==> src/rtl/score_bcd_converter_if.sv <==
// Handshake bundle between the score counter (master) and the BCD converter (slave).
// Carries the request, the binary value and the registered BCD result.
interface score_bcd_converter_if #(
  parameter int BIN_W = 14,
  parameter int NDIG  = 4
);
  logic                start;
  logic [BIN_W-1:0]    bin_in;
  logic                busy;
  logic                done;
  logic [NDIG*4-1:0]   digits_out;
  logic                overflow;

  modport master (
    output start, bin_in,
    input  busy, done, digits_out, overflow
  );

  modport slave (
    input  start, bin_in,
    output busy, done, digits_out, overflow
  );
endinterface

==> src/rtl/score_bcd_converter.sv <==
// Binary-to-packed-BCD converter for the HUD score digits: iterative double dabble,
// one input bit per clock, saturating to all nines when the value needs more than NDIG digits.
module score_bcd_converter #(
  parameter int BIN_W = 14,
  parameter int NDIG  = 4
) (
  input  logic                 Clk,
  input  logic                 Reset,
  score_bcd_converter_if.slave bus
);
  localparam int SW = (NDIG + 1) * 4;
  localparam int CW = $clog2(BIN_W + 1);

  typedef enum logic [1:0] {S_IDLE, S_SHIFT, S_DONE} state_t;

  state_t              state_q, state_d;
  logic [BIN_W-1:0]    shreg_q, shreg_d;
  logic [SW-1:0]       scratch_q, scratch_d;
  logic [CW-1:0]       cnt_q, cnt_d;
  logic                busy_q, busy_d;
  logic                done_q, done_d;
  logic [NDIG*4-1:0]   digits_q, digits_d;
  logic                ovf_q, ovf_d;
  logic [SW-1:0]       adj;

  always_comb begin
    adj = '0;
    for (int i = 0; i <= NDIG; i++) begin
      if (scratch_q[4*i +: 4] >= 4'd5) adj[4*i +: 4] = scratch_q[4*i +: 4] + 4'd3;
      else                             adj[4*i +: 4] = scratch_q[4*i +: 4];
    end
  end

  always_comb begin
    state_d   = state_q;
    shreg_d   = shreg_q;
    scratch_d = scratch_q;
    cnt_d     = cnt_q;
    busy_d    = busy_q;
    done_d    = done_q;
    digits_d  = digits_q;
    ovf_d     = ovf_q;
    case (state_q)
      S_IDLE: begin
        busy_d = 1'b0;
        done_d = 1'b0;
        if (bus.start) begin
          shreg_d   = bus.bin_in;
          scratch_d = '0;
          cnt_d     = CW'(BIN_W);
          busy_d    = 1'b1;
          state_d   = S_SHIFT;
        end
      end
      S_SHIFT: begin
        {scratch_d, shreg_d} = {adj, shreg_q} << 1;
        cnt_d = cnt_q - CW'(1);
        if (cnt_q == CW'(1)) begin
          state_d = S_DONE;
          done_d  = 1'b1;
          // Any nonzero digit above NDIG means the value does not fit: saturate.
          if (scratch_d[SW-1:NDIG*4] != '0) begin
            ovf_d    = 1'b1;
            digits_d = {NDIG{4'h9}};
          end else begin
            ovf_d    = 1'b0;
            digits_d = scratch_d[NDIG*4-1:0];
          end
        end
      end
      S_DONE: begin
        // The DONE exit edge doubles as an accept edge, so back-to-back
        // conversions complete every BIN_W+1 cycles.
        done_d  = 1'b0;
        busy_d  = 1'b0;
        state_d = S_IDLE;
        if (bus.start) begin
          shreg_d   = bus.bin_in;
          scratch_d = '0;
          cnt_d     = CW'(BIN_W);
          busy_d    = 1'b1;
          state_d   = S_SHIFT;
        end
      end
      default: begin
        state_d = S_IDLE;
        busy_d  = 1'b0;
        done_d  = 1'b0;
      end
    endcase
  end

  always_ff @(posedge Clk or posedge Reset) begin
    if (Reset) begin
      state_q   <= S_IDLE;
      shreg_q   <= '0;
      scratch_q <= '0;
      cnt_q     <= '0;
      busy_q    <= 1'b0;
      done_q    <= 1'b0;
      digits_q  <= '0;
      ovf_q     <= 1'b0;
    end else begin
      state_q   <= state_d;
      shreg_q   <= shreg_d;
      scratch_q <= scratch_d;
      cnt_q     <= cnt_d;
      busy_q    <= busy_d;
      done_q    <= done_d;
      digits_q  <= digits_d;
      ovf_q     <= ovf_d;
    end
  end

  assign bus.busy       = busy_q;
  assign bus.done       = done_q;
  assign bus.digits_out = digits_q;
  assign bus.overflow   = ovf_q;
endmodule

==> src/flat_wrapper.sv <==
// flat-port wrapper written by rule: the top's interface ports become plain ports
module score_bcd_converter_flat 
#(
  parameter int BIN_W = 14,
  parameter int NDIG  = 4
)
  (Clk, Reset, bus_start, bus_bin_in, bus_busy, bus_done, bus_digits_out, bus_overflow);
  score_bcd_converter_if #(.BIN_W(BIN_W), .NDIG(NDIG)) bus_i ();
  input  logic Clk;
  input  logic Reset;
  input wire logic [$bits(bus_i.start)-1:0] bus_start;
  input wire logic [$bits(bus_i.bin_in)-1:0] bus_bin_in;
  output wire logic [$bits(bus_i.busy)-1:0] bus_busy;
  output wire logic [$bits(bus_i.done)-1:0] bus_done;
  output wire logic [$bits(bus_i.digits_out)-1:0] bus_digits_out;
  output wire logic [$bits(bus_i.overflow)-1:0] bus_overflow;
  assign bus_i.start = bus_start;
  assign bus_i.bin_in = bus_bin_in;
  assign bus_busy = bus_i.busy;
  assign bus_done = bus_i.done;
  assign bus_digits_out = bus_i.digits_out;
  assign bus_overflow = bus_i.overflow;
  score_bcd_converter #(.BIN_W(BIN_W), .NDIG(NDIG)) u_core (.Clk(Clk), .Reset(Reset), .bus(bus_i));
endmodule
==> config.mk <==
export PLATFORM = sky130hd
export DESIGN_NAME = score_bcd_converter_flat
export DESIGN_NICKNAME = d
export VERILOG_FILES = /design/src/rtl/score_bcd_converter_if.sv /design/src/rtl/score_bcd_converter.sv /design/src/flat_wrapper.sv
export SDC_FILE = /design/constraint.sdc
export NUM_CORES = 1
export LEC_CHECK = 0
export CORE_MARGIN = 3
export CORE_UTILIZATION = 50
export CTS_CLUSTER_SIZE = 14
export DETAILED_ROUTE_END_ITERATION = 10
export GPL_ROUTABILITY_DRIVEN = 0
export PLACE_DENSITY = 0.82
export SYNTH_ARGS = -nofsm -noshare
export SYNTH_HDL_FRONTEND = slang
export SYNTH_SLANG_ARGS = --single-unit
==> constraint.sdc <==
create_clock -name Clk -period 4.57 [get_ports Clk]
set_input_delay 0.914 -clock Clk [delete_from_list [all_inputs] [get_ports Clk]]
set_output_delay 0.914 -clock Clk [all_outputs]
set_load 0.01 [all_outputs]
* Yosys cells after proc, flatten, opt, wreduce, memory -nomap -nowiden
Cells that the tools add are included.
Storage, ports and cells: logic and storage cells 53, register bits after elaboration 59, output and inout bits 19, input port bits 17
Cells by class: muxes and demuxes 21, add/sub/neg operators 6, reduce and logical (&&, ||, !) cells 7, equality and inequality tests 6, magnitude comparators 5
Operators with widths (count):
- 20-bit case mux with 2 select lines | 1
- 14-bit case mux with 2 select lines | 1
- 4-bit by 3-bit greater-or-equal comparator with 1-bit output (second input constant) | 5
- 20-bit 2-to-1 mux | 1
- 4-bit 2-to-1 mux | 5
- 4-bit by 2-bit adder with 4-bit output (second input constant) | 4
- 16-bit 2-to-1 mux | 1
- 14-bit 2-to-1 mux | 1
- 4-bit case mux with 2 select lines | 1
- 2-bit case mux with 3 select lines | 1
- 2-bit AND reduction | 3
- 1-bit 2-to-1 mux | 5
- 4-bit by 1-bit equality test with 1-bit output (second input constant) | 1
- 2-bit 2-to-1 mux | 2
- 2-bit by 1-bit != test with 1-bit output (second input constant) | 2
- 4-bit nonzero test | 1
- 4-bit by 1-bit subtractor with 4-bit output (second input constant) | 1
- 3-bit by 2-bit adder with 3-bit output (second input constant) | 1
- 3-bit 2-to-1 mux | 1
- 2-bit by 1-bit equality test with 1-bit output (second input constant) | 1
- 2-bit equality test (second input constant) | 1
- 2-bit logical NOT | 1
- 2-bit != test (second input constant) | 1
- 1-bit case mux with 2 select lines | 1
- 2 further kinds | 2

* Depth between registers and ports, before layout
Gate-level depths: netlist of the first run.
depth in word-level cells 4, depth in mapped cells 8, depth with buffers taken out 7

* Worst setup path after synthesis of the first run
No wires, ideal clock.
kind input to register, from input port bus_start, to register u_core.scratch_q[10], library setup time 0.121 ns, stages on the path 4, setup slack 2.760 ns, data arrival time 1.689 ns, path buffers 1, path through nor2b_1 > nor2_1 > clkbuf_1 > a22o_1
Between the ends: longest elaborated chain between the ends 2
RTL lines:
- start: declaration | RTL line flat_wrapper.sv:11 | input wire logic [$bits(bus_i.start)-1:0] bus_start;
- 2-bit by 1-bit != test with 1-bit output (no line)
- 2-bit AND reduction (no line)
- end signal: assignment | RTL line score_bcd_converter.sv:106 | scratch_q <= scratch_d;
- end: declaration | RTL line score_bcd_converter.sv:18 | logic [SW-1:0] scratch_q, scratch_d;
No other way between the ends. A chain may end at the register's enable or synchronous reset.

* Final worst setup path of the first run
from register u_core.state_q[0], to register u_core.digits_q[4] (netlist: u_core.bus.digits_out[4])
Between the ends: longest elaborated chain between the ends 2
RTL lines:
- start: declaration | RTL line score_bcd_converter.sv:16 | state_t state_q, state_d;
- start signal: assignment | RTL line score_bcd_converter.sv:104 | state_q <= state_d;
- 2-bit by 1-bit equality test with 1-bit output | RTL line score_bcd_converter.sv:43 | case (state_q)
- 2-bit AND reduction (no line)
- end signal: assignment | RTL line score_bcd_converter.sv:110 | digits_q <= digits_d;
- end: declaration | RTL line score_bcd_converter.sv:22 | logic [NDIG*4-1:0] digits_q, digits_d;
No other way between the ends.

==> results of run 1 <==
-- layout by cell type, fill, tap and decap left out, types with 3 or more instances in the layout --
cell type,synthesis,layout
o31ai_1,11,11
o22ai_1,8,8
mux2_2,3,3
xnor2_1,6,6
clkbuf_8,0,12
a22oi_1,13,13
nor3b_1,9,9
inv_1,13,12
a31oi_1,7,7
ha_1,12,12
nand2_1,49,49
clkdlybuf4s50_1,0,35
a32o_1,5,5
a22o_1,3,3
nand2b_1,7,7
nor2_1,12,11
a21oi_1,14,14
dfrtp_1,59,59
o21ai_0,14,14
-- worst paths after layout --
kind	startpoint	end	cells after the start
min in group asynchronous	Reset	u_core.cnt_q[2]$_DFFE_PP0P_	2
setup / recovery	u_core.state_q[0]$_DFFE_PP0P_	u_core.bus.digits_out[4]$_DFFE_PP0P_	5
max in group asynchronous	Reset	u_core.shreg_q[9]$_DFFE_PP0P_	3
hold / removal	u_core.bus.digits_out[14]$_DFFE_PP0P_	u_core.bus.digits_out[14]$_DFFE_PP0P_	2
hold reg to reg	u_core.bus.digits_out[14]$_DFFE_PP0P_	u_core.bus.digits_out[14]$_DFFE_PP0P_	2
setup reg to reg	u_core.state_q[0]$_DFFE_PP0P_	u_core.bus.digits_out[4]$_DFFE_PP0P_	5
-- Yosys cell counts (2+ instances only) --
cell | instances | share of area
a21oi_1 | 14 | 0.025
a22o_1 | 3 | 0.0095
a22oi_1 | 13 | 0.035
a31oi_1 | 7 | 0.016
a32o_1 | 5 | 0.018
buf_1 | 2 | 0.0027
buf_6 | 2 | 0.0081
clkbuf_1 | 7 | 0.0095
dfrtp_1 | 59 | 0.53
ha_1 | 12 | 0.054
inv_1 | 13 | 0.018
mux2_2 | 3 | 0.012
nand2_1 | 49 | 0.066
nand2b_1 | 7 | 0.016
nor2_1 | 12 | 0.016
nor2b_1 | 2 | 0.0045
nor3b_1 | 9 | 0.024
o21ai_0 | 14 | 0.025
o21ai_1 | 2 | 0.0036
o22ai_1 | 8 | 0.018
o31ai_1 | 11 | 0.030
xnor2_1 | 6 | 0.019
-- power breakdown --
group	total, mW	switching [mW]	internal, mW
Combinational	1.14	0.618	0.521
Sequential	0.936	0.177	0.758
Clock	0.429	0.193	0.236
-- per-stage QoR --
stage               power, mW  setup WS, ns   util
floorplan                1.71          2.20      -
CTS                      2.51          1.94  0.639
finish                   2.50          1.98  0.639
global placement         2.01          1.67  0.604
global route             2.70          1.75  0.639
detailed placement       2.07          1.61  0.604
-- flip-flops by register name, indices dropped and copies added (netlist names) --
signal	cells
u_core.scratch_q	20
u_core.bus.done	1
u_core.state_q	2
u_core.bus.busy	1
u_core.cnt_q	4
u_core.bus.digits_out	16
u_core.shreg_q	14
u_core.bus.overflow	1
-- metal layers --
| layer | share of wire | up-vias | routed length [um] |
|---|---|---|---|
| met5 | 0 | - | 0 |
| met4 | 0.018 | 0 | 106 |
| met3 | 0.046 | 10 | 271 |
| met2 | 0.47 | 59 | 2770 |
| met1 | 0.46 | 1032 | 2690 |
| li1 | - | 1036 | - |
-- worst register-to-register path, stage by stage, from the launching register on --
cell and delay, ns:
dfrtp_1 0.39, nor2b_2 0.95, nand2_2 0.47, clkinv_1 0.45
nor2_1 0.10, a31oi_1 0.15
-- area by class of cell --
cell class,count,area [sq um]
repair buffers,37,365
clock buffers,13,169
fillers,445,1890
flip-flops and latches,59,1480
clock inverters,2,10.0
inverters,14,52.6
well taps,70,87.6
multi-input cells,188,1190
-- cells by family after synthesis --
logic type / Yosys count / share of synthesized area
buffers and inverters: 26 / 0.0411
multiplexers: 4 / 0.0158
AND/OR/NAND/NOR: 86 / 0.148
adder cells (fa/ha/maj): 12 / 0.0542
AO/OA/AOI/OAI: 80 / 0.190
flip-flops: 59 / 0.533
XOR/XNOR: 6 / 0.0190
==> metrics.cfg, run 1 <==
[yosys]
yosys_warnings=0
synth_edf_count=0
synthCells=273
yosys.cell_types.count=35
seq_area_frac_synth=0.533
avgSynthCellArea_sq_um=10.2
async_reset_ff_frac=1.00
ys_ff_latch=59
syn_nets=302
ys.flop_type=dfrtp_1
syn_area_sq_um=2770

[critical_path]
cp.required_ns=4.83
cpPeakStageDelay_ns=0.95
critPathTopFamily=simple AND/OR/NAND/NOR gates
crit_buf_inv=1
crit_arrival_ns=2.85
ff2ff_setup_slack_ns=1.98
cp-start-kind=flop
cp_cell_sequence=nor2b_2 -> nand2_2 -> clkinv_1 -> nor2_1 -> a31oi_1
crit_type=flop to flop
worst-path-max-fanout=27
cp-end-kind=flop
crit_slowest_cell=nor2b_2

[clock_network]
cts-root-buf=clkbuf_8
cts_resized=0
holdBufCountCts=0
cts_max_path_buffers=2
cts_buffers=9
htree_levels=3
cts_sinks=59
cts_tree=done
post_cts_buffers=0
worst_skew_pair.late_latency_ns=0.34
clkTransAtPathRegs_ns=0.06

[placed_design]
place_inst=368
post_dp_cell_area_sq_um=3170
port_buffers=35
hpwl_um=3930

[finish]
drive_gt1_frac=0.0831
antenna-diode-count=0
fin_area_sq_um=3350
nNetsFinal=338
final_cells=383
syn_to_final_growth_pct=20.8

[sta]
slew_headroom=0.216
hold_violations=0
finalCritPeriodShare=0.567
setup_viol=0
min_period_ns=2.59
drv_slew=0
whs_ns=0.476
finClkSkew_ns=0.00573
fmax_mhz=386
tightestPinTransition_ns=1.17
setup_tns_ns=0
grt_setup_unrepaired=no

[power_and_ir_drop]
peakVddDrop_v=0.000321
leakage_nw=1.46
power.density_nw_per_um2=748

[die]
rows=26
die_h_um=80.5
start_util=0.529
ios=36
dieArea_sq_um=6470
core-area_sq_um=5240
die_x_um=80.5

[route]
viasPerCell=5.58
routed_wl_um=5830
num_vias=2137
detail-route-antenna-nets=0
dr.pass1.iters=4
dr.first_iter.drc_count=114
drcViolationCount=0
routedWlPerCell_um=15.2

[global_routing]
use_met3=0.0381
top_usage_layer=met2
met1_usage=0.260
grt_antenna_before_repair=0
globalRoute.totalOverflow=0
grt_pass1_wl_um=9850
use_met2=0.321
grt_pass1_vias=2106
grt_max_degree=40
grtUsageTotal=0.201

[job]
maxCapViolations=0

[run_status]
status=finished clean

[min_path]
hold_class=flop to flop

(Power assumes the default switching activity.)
==> run 2: changes to the inputs <==
==> constraint.sdc (replaced) <==
create_clock -name Clk -period 2.7 [get_ports Clk]
set_input_delay 0.54 -clock Clk [delete_from_list [all_inputs] [get_ports Clk]]
set_output_delay 0.54 -clock Clk [all_outputs]
set_load 0.01 [all_outputs]
==> run 2 against run 1 <==
Net effect: utilization increased by 1.7 points; maximum frequency increased by 27%; first-iteration DRC count up 33%; register-to-register slack lost 1.3 ns; clock power up 110%; cell area up 2.6%; highest routed layer unchanged.
==> metrics.cfg, run 2 (same netlist as run 1, synthesis figures left out) <==
[clock_network]
post_cts_buffers=0  ; unchanged
cts-root-buf=clkbuf_8  ; unchanged
holdBufCountCts=0  ; unchanged
clkTransAtPathRegs_ns=0.07  ; was 0.06 ns
worst_skew_pair.late_latency_ns=0.33  ; was 0.34 ns
cts_max_path_buffers=2  ; unchanged
cts_buffers=9  ; unchanged
htree_levels=3  ; unchanged
cts_resized=0  ; unchanged
cts_sinks=59  ; unchanged
cts_tree=done  ; unchanged

[die]
dieArea_sq_um=6470  ; unchanged
ios=36  ; unchanged
rows=26  ; unchanged
die_h_um=80.5  ; unchanged
core-area_sq_um=5240  ; unchanged
die_x_um=80.5  ; unchanged
start_util=0.529  ; unchanged

[finish]
drive_gt1_frac=0.0975  ; was 0.0831
syn_to_final_growth_pct=23.9  ; was 20.8%
largest_register=u_core.scratch_q  ; unchanged
antenna-diode-count=0  ; unchanged
mostFrequentLayoutCells=dfrtp_1, nand2_1, clkdlybuf4s50_1  ; unchanged
nNetsFinal=342  ; was 338
num-fill-cells=420  ; was 445
largest_register_ffs=20  ; unchanged
final_common_cell=dfrtp_1  ; unchanged

[power_and_ir_drop]
p_seq_frac=0.355  ; was 0.374
swShare=0.380  ; was 0.395
power.internal_mw=2.75  ; was 1.52 mW
peakVddDrop_v=0.000662  ; was 0.000321 V
total_power_mw=4.44  ; was 2.50 mW
leakage_nw=1.51  ; was 1.46 nW
p_comb_frac=0.440  ; was 0.455
clockPowerShare=0.205  ; was 0.171
power.density_nw_per_um2=1290  ; was 748 nW/um^2
p_sw_mw=1.69  ; was 0.988 mW

[route]
top_layer=met4  ; unchanged
dr.first_iter.drc_count=152  ; was 114
detail-route-antenna-nets=0  ; unchanged
viasPerCell=5.56  ; was 5.58
route.met2.wl_um=2680  ; was 2770 um
routed-wl-met3_um=286  ; was 271 um
num_vias=2159  ; was 2137
drt-met1-wl_um=2640  ; was 2690 um
drcViolationCount=0  ; unchanged
routedWlPerCell_um=14.7  ; was 15.2 um
routed_wl_um=5700  ; was 5830 um
dr.pass1.iters=4  ; unchanged

[job]
maxCapViolations=0  ; unchanged

[critical_path]
crit_arrival_ns=2.27  ; was 2.85 ns
worst-path-max-fanout=18  ; was 27
cp-end-kind=flop  ; unchanged
r2r-start=u_core.cnt_q[1]$_DFFE_PP0P_  ; was u_core.state_q[0]$_DFFE_PP0P_
ff2ff_path_depth=8  ; was 5
ff2ff_setup_slack_ns=0.67  ; was 1.98 ns
cp-start-kind=flop  ; unchanged
cp.required_ns=2.93  ; was 4.83 ns
r2r_end=u_core.bus.digits_out[10]$_DFFE_PP0P_  ; was u_core.bus.digits_out[4]$_DFFE_PP0P_
crit_type=flop to flop  ; unchanged

[min_path]
min_to=u_core.bus.digits_out[9]$_DFFE_PP0P_  ; was u_core.bus.digits_out[14]$_DFFE_PP0P_
hold_class=flop to flop  ; unchanged
hold_path.startpoint=u_core.bus.digits_out[9]$_DFFE_PP0P_  ; was u_core.bus.digits_out[14]$_DFFE_PP0P_
min_path_cells=2  ; unchanged

[sta]
drv_slew=0  ; unchanged
setup_ws_ns=0.666  ; was 1.98 ns
hold_violations=0  ; unchanged
grt_setup_unrepaired=no  ; unchanged
fmax_mhz=492  ; was 386 MHz
setup_viol=0  ; unchanged
setup_tns_ns=0  ; unchanged
tightestPinTransition_ns=0.556  ; was 1.17 ns
finalCritPeriodShare=0.753  ; was 0.567
slew_headroom=0.629  ; was 0.216
finClkSkew_ns=0.00700  ; was 0.00573 ns
min_period_ns=2.03  ; was 2.59 ns

[global_routing]
grt_antenna_before_repair=0  ; unchanged
grt_pass1_wl_um=9690  ; was 9850 um
globalRoute.totalOverflow=0  ; unchanged
grtUsageTotal=0.196  ; was 0.201
grt_max_degree=60  ; was 40
grt_pass1_vias=2075  ; was 2106

[placed_design]
place_worst_setup_slack_ns=0.604  ; was 1.61 ns
port_buffers=35  ; unchanged
hpwl_um=3720  ; was 3930 um

[run_status]
status=finished clean  ; unchanged

## run 2: cell count changes in the layout (fill, tap and decap cells not counted)
cell,delta
buf_12,+1
bufinv_16,+2
nor2_1,+1
buf_4,+3
nor2_2,-1
clkbuf_8,-1
clkbuf_1,-1
clkinv_2,+1
## run 2: metal layers
metal  track usage  vias to the layer above
li1              -                     1051
met3        0.0538                       10
met1         0.258                     1039
met5             0                        -
met2         0.305                       59
met4        0.0760                        0
## run 2: power groups by stage
stage | clock [mW] | sequential [mW] | combinational (mW)
3_3_place_gp | 0 | 1.57 | 1.87
2_1_floorplan | 0 | 1.58 | 1.30
6_report | 0.911 | 1.58 | 1.96
5_1_grt | 0.973 | 1.63 | 2.18
3_5_place_dp | 0 | 1.58 | 1.95
4_1_cts | 0.920 | 1.57 | 1.97
## run 2: area by class of cell
type	instances	area, sq um	area share
Multi-Input combinational cell	188	1180	0.345
Clock buffer	11	151	0.0441
Timing Repair Buffer	41	408	0.119
Inverter	14	52.6	0.0153
Tap cell	70	87.6	0.0255
Sequential cell	59	1480	0.430
Clock inverter	5	75.1	0.0219
## run 2: worst max path at each step
stage,start,to,slack (ns),depth (start not counted)
after CTS,u_core.cnt_q[1]$_DFFE_PP0P_,u_core.bus.digits_out[10]$_DFFE_PP0P_,0.64,8
after global routing,u_core.cnt_q[1]$_DFFE_PP0P_,u_core.bus.digits_out[10]$_DFFE_PP0P_,0.40,8
after detailed placement,bus_start,u_core.scratch_q[7]$_DFFE_PP0P_,0.60,5
after floorplan,Reset,u_core.bus.busy$_DFFE_PP0N_,0.70,1
after global placement,bus_start,u_core.scratch_q[19]$_DFFE_PP0P_,0.63,5
final,u_core.cnt_q[1]$_DFFE_PP0P_,u_core.bus.digits_out[10]$_DFFE_PP0P_,0.67,8
## run 2: metrics by stage
| step | instances | instance area (sq um) | util | hold slack (ns) |
|---|---|---|---|---|
| final | 388 | 3430 | 0.656 | 0.473 |
| after CTS | 388 | 3430 | 0.656 | 0.480 |
| after global placement | 372 | 3210 | 0.613 | 0.459 |
| after floorplan | 273 | 2770 | - | 0.446 |
| after global routing | 388 | 3430 | 0.656 | 0.500 |
| after detailed placement | 372 | 3210 | 0.613 | 0.465 |
## run 2: critical path, stage by stage, from the launching register on
cell and delay (ns):
dfrtp_1 0.40, inv_1 0.09, ha_1 0.13, nor3b_1 0.42
nand2_2 0.06, buf_4 0.22, clkinv_1 0.30, nand2_1 0.12
o21ai_0 0.20
